File: src/rtl/jk_count_ctrl.sv
// Modulo-MODULUS up/down counter with parallel load, JK excitation outputs for a shadow flop array,
// terminal count, registered wrap pulse and a sticky illegal-load flag. Asynchronous active-low clear.
module jk_count_ctrl #(
  parameter int WIDTH   = 4,
  parameter int MODULUS = 10
) (
  input  logic             clk,
  input  logic             clr_n,
  input  logic             en,
  input  logic             up,
  input  logic             load,
  input  logic [WIDTH-1:0] d,
  output logic [WIDTH-1:0] q,
  output logic [WIDTH-1:0] j_vec,
  output logic [WIDTH-1:0] k_vec,
  output logic             tc,
  output logic             wrap,
  output logic             err
);

  localparam logic [WIDTH-1:0] LP_MAX = WIDTH'(MODULUS - 1);
  // One extra bit so MODULUS == 2**WIDTH compares correctly.
  localparam logic [WIDTH:0]   LP_MOD = (WIDTH+1)'(MODULUS);

  logic [WIDTH-1:0] r_q;
  logic             r_wrap;
  logic             r_err;
  logic [WIDTH-1:0] w_next;
  logic             w_load_bad;
  logic             w_tc;

  always_comb begin
    w_load_bad = ({1'b0, d} >= LP_MOD);
    w_next     = r_q;
    if (load) begin
      w_next = w_load_bad ? '0 : d;
    end else if (en) begin
      if (up) begin
        w_next = (r_q == LP_MAX) ? '0 : r_q + WIDTH'(1);
      end else begin
        w_next = (r_q == '0) ? LP_MAX : r_q - WIDTH'(1);
      end
    end
  end

  assign w_tc = clr_n & en & ~load & (up ? (r_q == LP_MAX) : (r_q == '0));

  // Set/reset-only coding: bits that stay put get j=k=0, so toggle is never emitted.
  assign j_vec = {WIDTH{clr_n}} & ~r_q & w_next;
  assign k_vec = {WIDTH{clr_n}} & r_q & ~w_next;

  always_ff @(posedge clk or negedge clr_n) begin
    if (!clr_n) begin
      r_q    <= '0;
      r_wrap <= 1'b0;
      r_err  <= 1'b0;
    end else begin
      r_q    <= w_next;
      r_wrap <= w_tc;
      if (load && w_load_bad) begin
        r_err <= 1'b1;
      end
    end
  end

  assign q    = r_q;
  assign tc   = w_tc;
  assign wrap = r_wrap;
  assign err  = r_err;

endmodule

File: config.mk
export PLATFORM = sky130hd
export DESIGN_NAME = jk_count_ctrl
export DESIGN_NICKNAME = d
export VERILOG_FILES = /design/src/rtl/jk_count_ctrl.sv
export SDC_FILE = /design/constraint.sdc
export NUM_CORES = 1
export LEC_CHECK = 0
export ABC_AREA = 1
export CAP_MARGIN = 20
export CORE_AREA = 2 2 39 41
export CTS_CLUSTER_DIAMETER = 50
export DETAILED_ROUTE_END_ITERATION = 7
export DIE_AREA = 0 0 41 43
export PLACE_DENSITY = 0.76
export SYNTH_ARGS = -nofsm -noshare
export SYNTH_HDL_FRONTEND = slang
export SYNTH_SLANG_ARGS = --single-unit
File: constraint.sdc
create_clock -name clk -period 3.43 [get_ports clk]
set_clock_uncertainty 0.1 [all_clocks]
set_input_delay 0.5145 -clock clk [delete_from_list [all_inputs] [get_ports clk]]
set_output_delay 0.5145 -clock clk [all_outputs]
set_load 0.02 [all_outputs]
==> results of run 1 <==
==> metal layers <==
metal | routed length, µm | track usage, % | up-vias
met5 | 0 | 0 | -
met4 | 41 | 13.3 | 0
met3 | 98 | 4.71 | 6
met2 | 607 | 23.8 | 29
met1 | 568 | 23.4 | 263
li1 | - | - | 324
==> sequential cells by signal (all words and copies together) (netlist names) <==
register,count
err,1
q,4
wrap,1
==> critical path, stage by stage <==
cell	delay [ps]
sky130_fd_sc_hd__clkdlybuf4s50_1	640
sky130_fd_sc_hd__nand2_1	80
sky130_fd_sc_hd__o21ai_0	260
sky130_fd_sc_hd__nand2_1	80
sky130_fd_sc_hd__nor2_1	90
sky130_fd_sc_hd__clkdlybuf4s50_1	600
==> stage by stage <==
stage	area [µm²]	power (W)
finish	777	0.000266
global route	777	0.000283
CTS	777	0.000266
detailed placement	754	0.000197
global placement	754	0.000196
floorplan	518	0.000154
==> power by group through the flow <==
stage / Clock [W] / Combinational, W / Sequential [W]
after floorplan: 0 / 0.0000620 / 0.0000919
after global placement: 0 / 0.000106 / 0.0000900
after detailed placement: 0 / 0.000108 / 0.0000898
after CTS: 0.0000696 / 0.000108 / 0.0000887
after global routing: 0.0000756 / 0.000118 / 0.0000899
final: 0.0000697 / 0.000107 / 0.0000888
==> cells in the mapped netlist, drive strengths merged <==
cell type | n | area [µm²]
clkbuf | 1 | 5.00
nand2 | 29 | 114
a21o | 1 | 7.51
nor2 | 10 | 50.1
buf | 2 | 16.3
nor3 | 1 | 5.00
inv | 9 | 33.8
a21oi | 6 | 30.0
o21ai | 2 | 10.0
o211ai | 1 | 7.51
nand4 | 2 | 12.5
nand3 | 13 | 70.1
a31oi | 1 | 6.26
dfrtp | 6 | 150
==> cell families (layout without fill, tap and decap cells) <==
| kind of cell | Yosys count | in the layout |
|---|---|---|
| simple gates | 55 | 55 |
| buf+inv | 12 | 36 |
| flops | 6 | 6 |
| compound gates | 11 | 11 |
==> area by class of cell <==
| type | instances | share of cell area, % |
|---|---|---|
| Clock buffer | 3 | 2.90 |
| Multi-Input combinational cell | 66 | 40.3 |
| Tap cell | 16 | 2.58 |
| Inverter | 9 | 4.35 |
| Timing Repair Buffer | 24 | 30.6 |
| Sequential cell | 6 | 19.3 |
==> how the worst max path moves through the flow <==
stage          from       end  cells past startpoint
3_5_place_dp   load  j_vec[0]                      6
6_report       load  j_vec[0]                      6
2_1_floorplan  q[0]  j_vec[1]                      8
3_3_place_gp   load  j_vec[0]                      6
4_1_cts        load  j_vec[0]                      6
5_1_grt          en  j_vec[0]                      8
==> metrics.log, run 1 <==
INFO  metric cellInternalPower = 0.000164 W
INFO  metric clock_sink_count = 6
INFO  metric worst_r2r_endpoint = q[2]
INFO  metric post_synth_xor_area_fraction = 0%
INFO  metric insertedDiodeCount = 0
INFO  metric initial_antenna_violation_count = 0
INFO  metric number_of_buffers_inserted_by_port_buffering = 23
INFO  metric final_common_cell = sky130_fd_sc_hd__nand2_1
INFO  metric static_leakage_power = 0.356 nW
INFO  metric syn_area = 518 µm²
INFO  metric first_global_vias = 524
INFO  metric max_freq = 0.346 GHz
INFO  metric finalWirelength = 1320 µm
INFO  metric top_level_ports = 24
INFO  metric timing.final.max_slew_violations = 0
INFO  metric routed-via-count = 622
INFO  metric final.period_utilization = 84.2%
INFO  metric htree_levels = 1
INFO  metric cap_violations = 0
INFO  metric floorplan.die.width = 41 µm
INFO  metric worst_setup_path_end_kind = output port
INFO  metric yosys_warnings = 0
INFO  metric net_switching_share_of_the_total_power = 38.4%
INFO  metric outcome = finished clean
INFO  metric cts_repair_resize_count = 0
INFO  metric report.final.setup_viol = 0
INFO  metric setup.worst_path.class = input port to output port
INFO  metric worst_slew_pin_slew = 354 ps
INFO  metric placement_rows = 14
INFO  metric power_frac_comb = 40.4%
INFO  metric regToRegSetupSlack = 2040 ps
INFO  metric min-delay-path-class = flop to flop
INFO  metric worst_ep_arrival_time = 2270 ps
INFO  metric seq_area_frac_synth = 29.0%
INFO  metric cts_setup_buffers = 0
INFO  metric worst_r2r_path_depth = 6
INFO  metric max-slew-margin-rel = 76.4%
INFO  metric tritoncts = done
INFO  metric switchingPower = 0.000102 W
INFO  metric dominant_combinational_cell_family_by_area_after_synthesis = simple AND/OR/NAND/NOR gates
INFO  metric syn-num-nets = 93
INFO  metric post_synth.cell_area_avg = 6.17 µm²
INFO  metric place.gp.congestion = 0.854
INFO  metric vdd_drop_max = 0.000234 V
INFO  metric regToRegStartpoint = q[0]
INFO  metric yosysUniqueCellTypes = 20
INFO  metric setup_tns = 0 ps
INFO  metric cp-start-kind = input port
INFO  metric detail_route.first_pass.iterations = 5
INFO  metric die_h = 43 µm
INFO  metric post-route-util = 56.1%
INFO  metric post_synth_fa_ha_maj_area_fraction = 0%
INFO  metric final_ws_setup = 542 ps
INFO  metric floorplan.initialDensity = 37.4%
INFO  metric critPathMaxFanout = 9
INFO  metric synth_simple_gate_area_share = 48.6%
INFO  metric worst_hold_path.endpoint = err
INFO  metric clock-root-buffer = sky130_fd_sc_hd__clkbuf_4
INFO  metric cts.reportedPaths.clkPinSlew = 50 ps
INFO  metric route.detailed.drc = 0
INFO  metric p_seq_share = 33.4%
INFO  metric finish.net_count = 119
INFO  metric post_synth_mux_area_share = 0%
INFO  metric global_route.usage.total = 17.8%
INFO  metric routed_wire_length_per_instance = 10.6 µm
INFO  metric cts-buffers-inserted = 3
INFO  metric cts.path.max_buffers = 2
INFO  metric count_of_fill_cells_added_during_filler_insertion = 134
INFO  metric drive_above_1_share = 11.1%
INFO  metric power_frac_clock = 26.2%
INFO  metric fin_hold_ws = 358 ps
INFO  metric core-area = 1380 µm²
INFO  metric final_period_minus_worst_setup_slack = 2890 ps
INFO  metric multi_input_area = 313 µm²
INFO  metric share_of_the_synthesized_area_in_compound_gates_ao_oa_aoi_oai = 11.8%
INFO  metric layout.cells.most_common_list = 27 x sky130_fd_sc_hd__nand2_1, 23 x sky130_fd_sc_hd__clkdlybuf4s50_1, 12 x sky130_fd_sc_hd__nand3_1, 7 x sky130_fd_sc_hd__inv_1, 7 x sky130_fd_sc_hd__nor2_1
INFO  metric worst_slack_placed = 537 ps
INFO  metric die_area = 1760 µm²
INFO  metric unrepaired_setup_endpoints_after_global_routing = no
INFO  metric clock_latency = 250 ps
INFO  metric grt_first_pass_wirelength = 2130 µm
INFO  metric finalHoldViolations = 0
INFO  metric sequential_cell_area = 150 µm²
INFO  metric post-place-cells = 121
INFO  metric iter_0_drt_violations = 14
INFO  metric p_per_area = 342 nW/µm²
INFO  metric post_cts_hold_buffer_count = 0
INFO  metric grt_start_max_net_pins = 15
INFO  metric worst_ep_required_time = 2820 ps
INFO  metric layout-area-overhead-vs-synth = 50.0%
INFO  metric yosys_register_bits = 6
INFO  metric ant_nets = 0
INFO  metric final_cell_count_no_fill = 124
INFO  metric hp-start = err
INFO  metric number_of_stages_on_the_worst_hold_path = 1
INFO  metric dp_hpwl = 1030 µm
INFO  metric global_route.overflow_total = 0
INFO  metric postSynthCellCount = 84
INFO  metric post_drt_via_cell_ratio = 5.02
Note: power is estimated with default switching activity, not from simulation.
==> inputs of run 2 (changes only) <==
Settings changed: CORE_AREA 2 2 39 41 to unset, CORE_MARGIN set to 2, CORE_UTILIZATION set to 35, DIE_AREA 0 0 41 43 to unset, PLACE_DENSITY 0.76 to 0.72.
Clock period 3.43 ns to 2.6 ns, I/O delays scaled along.
==> metrics.log, run 2 (synthesis gave the netlist of run 1 again) <==
INFO  metric final_cell_count_no_fill = 126 (+1.6%)
INFO  metric clock_latency = 250 ps (about the same)
INFO  metric switchingPower = 0.000133 W (+30%)
INFO  metric layout-area-overhead-vs-synth = 58.5%
INFO  metric design_area = 821 µm² (+5.6%)
INFO  metric clock-root-buffer = sky130_fd_sc_hd__clkbuf_4
INFO  metric worst_ep_arrival_time = 1940 ps (-330 ps)
INFO  metric ant_nets = 0 (unchanged)
INFO  metric regToRegStartpoint = q[2]
INFO  metric setup_tns = 0 ps (unchanged)
INFO  metric routed-via-count = 644 (+3.5%)
INFO  metric final_period_minus_worst_setup_slack = 2430 ps
INFO  metric detail_route.first_pass.iterations = 4 (-1)
INFO  metric tritoncts = done
INFO  metric placement_rows = 13 (-1)
INFO  metric htree_levels = 1 (unchanged)
INFO  metric max-slew-margin-rel = 80.6% (+4.2 points)
INFO  metric routed_wire_length_per_instance = 11.7 µm (+9.9%)
INFO  metric regToRegSetupSlack = 1260 ps (-780 ps)
INFO  metric grt_first_pass_wirelength = 2280 µm (+7.4%)
INFO  metric worst_hold_path.endpoint = err
INFO  metric insertedDiodeCount = 0 (unchanged)
INFO  metric cellInternalPower = 0.000218 W (+33%)
INFO  metric cts-buffers-inserted = 3 (unchanged)
INFO  metric largest_reg_flops = 4 (unchanged)
INFO  metric layout.cells.most_common_list = 27 x sky130_fd_sc_hd__nand2_1, 15 x sky130_fd_sc_hd__clkdlybuf4s50_1, 12 x sky130_fd_sc_hd__nand3_1, 8 x sky130_fd_sc_hd__dlymetal6s2s_1
INFO  metric die_h = 42.5 µm (-1.2%)
INFO  metric top_level_ports = 24 (unchanged)
INFO  metric cp-start-kind = input port
INFO  metric worst_r2r_path_depth = 8 (+2)
INFO  metric static_leakage_power = 0.503 nW (+41%)
INFO  metric final_common_cell = sky130_fd_sc_hd__nand2_1
INFO  metric final.period_utilization = 93.5%
INFO  metric p_per_area = 428 nW/µm² (+25%)
INFO  metric report.final.setup_viol = 0 (unchanged)
INFO  metric worst_ep_required_time = 2110 ps (-710 ps)
INFO  metric vdd_drop_max = 0.000258 V (+10%)
INFO  metric min-delay-path-class = flop to flop
INFO  metric finalWirelength = 1470 µm (+12%)
INFO  metric floorplan.initialDensity = 38.8% (+1.4 points)
INFO  metric place_area = 776 µm² (+2.8%)
INFO  metric clock_sink_count = 6 (unchanged)
INFO  metric global_route.usage.total = 17.2% (-0.61 points)
INFO  metric finalHoldViolations = 0 (unchanged)
INFO  metric worst_setup_path_end_kind = output port
INFO  metric hp-start = err
INFO  metric post_drt_via_cell_ratio = 5.11 (+1.9%)
INFO  metric setup.worst_path.class = input port to output port
INFO  metric floorplan.die.width = 42.5 µm (+3.6%)
INFO  metric post-place-cells = 123 (+1.7%)
INFO  metric power_frac_comb = 41.4% (+1.0 points)
INFO  metric number_of_buffers_inserted_by_port_buffering = 23 (unchanged)
INFO  metric place.gp.congestion = 0.887 (+3.8%)
INFO  metric cts.path.max_buffers = 2 (unchanged)
INFO  metric cts.reportedPaths.clkPinSlew = 40 ps (about the same)
INFO  metric critPathMaxFanout = 6 (-3)
INFO  metric net_switching_share_of_the_total_power = 37.8% (-0.57 points)
INFO  metric route.detailed.drc = 0 (unchanged)
INFO  metric drive_above_1_share = 15.3% (+4.2 points)
INFO  metric finish.net_count = 122 (+2.5%)
INFO  metric max_freq = 0.411 GHz
INFO  metric number_of_stages_on_the_worst_hold_path = 1 (unchanged)
INFO  metric iter_0_drt_violations = 15 (+1)
INFO  metric first_global_vias = 552 (+5.3%)
INFO  metric power_frac_clock = 24.8% (-1.4 points)
INFO  metric cts_setup_buffers = 0 (unchanged)
INFO  metric unrepaired_setup_endpoints_after_global_routing = no
INFO  metric cap_violations = 0 (unchanged)
INFO  metric worst_r2r_endpoint = q[3]
INFO  metric global_route.overflow_total = 0 (unchanged)
INFO  metric dp_hpwl = 1130 µm (+9.9%)
INFO  metric initial_antenna_violation_count = 0 (unchanged)
INFO  metric die_area = 1800 µm² (+2.3%)
INFO  metric outcome = finished clean
INFO  metric grt_start_max_net_pins = 15 (unchanged)
INFO  metric worst_slew_pin_slew = 291 ps (-63.3 ps)
INFO  metric core-area = 1330 µm² (-3.6%)
INFO  metric p_seq_share = 33.8% (+0.4 points)
INFO  metric timing.final.max_slew_violations = 0 (unchanged)
==> run 2: cell count changes in the layout (fill, tap and decap cells not counted), sizes merged <==
| cell | delta |
|---|---|
| buf | +3 |
| clkdlybuf4s50 | -8 |
| dlymetal6s2s | +8 |
==> run 2: worst max path at each step <==
stage / startpoint / endpoint / slack, ps / cells after the start
6_report: load / k_vec[0] / 170 / 6
5_1_grt: load / k_vec[0] / 90 / 6
4_1_cts: q[0] / j_vec[1] / 10 / 8
3_5_place_dp: load / j_vec[0] / -60 / 6
3_3_place_gp: load / j_vec[0] / 30 / 6
2_1_floorplan: q[0] / j_vec[1] / 680 / 8
==> run 2: routing by layer <==
layer | GRT usage (%) | wire [µm]
met1 | 20.5 | 643
met2 | 24.0 | 709
met3 | 7.76 | 101
met4 | 12.5 | 14
met5 | 0 | 0
==> run 2: critical path, cell delays in order <==
cell	delay, ps
sky130_fd_sc_hd__clkdlybuf4s50_1	580
sky130_fd_sc_hd__inv_1	80
sky130_fd_sc_hd__nand3_1	90
sky130_fd_sc_hd__o21ai_1	100
sky130_fd_sc_hd__nor2_1	100
sky130_fd_sc_hd__clkdlybuf4s50_1	600
==> run 2: power by group through the flow <==
stage / clock network [W] / registers (W) / logic [W]
floorplan: 0 / 0.000121 / 0.0000819
global placement: 0 / 0.000119 / 0.000145
detailed placement: 0 / 0.000119 / 0.000146
CTS: 0.0000925 / 0.000118 / 0.000147
global route: 0.0000970 / 0.000120 / 0.000158
finish: 0.0000872 / 0.000119 / 0.000145
==> run 2: what timing repair did <==
| action | in CTS | in global routing |
|---|---|---|
| gates resized for setup | 1 | 10 |
| pin swaps | 0 | 0 |
| endpoints found under the hold margin | 0 | 0 |
| hold buffers | 0 | 0 |
| endpoints found under the setup margin | 1 | 8 |
==> run 2: stage by stage <==
step	power, W	hold WS, ps	worst slack [ps]	util, %
floorplan	0.000203	-5.59	675	-
global placement	0.000264	346	26.5	58.2
detailed placement	0.000265	348	-62.2	58.2
CTS	0.000357	361	13.6	59.8
global route	0.000376	378	94.3	61.5
finish	0.000351	356	168	61.5
==> run 2: final cells by class <==
class                           instances  area [µm²]
Clock buffer                            3        22.5
Fill cell                             128         513
Inverter                                9        33.8
Multi-Input combinational cell         66         313
Sequential cell                         6         153
Tap cell                               15        18.8
Timing Repair Buffer                   27         280
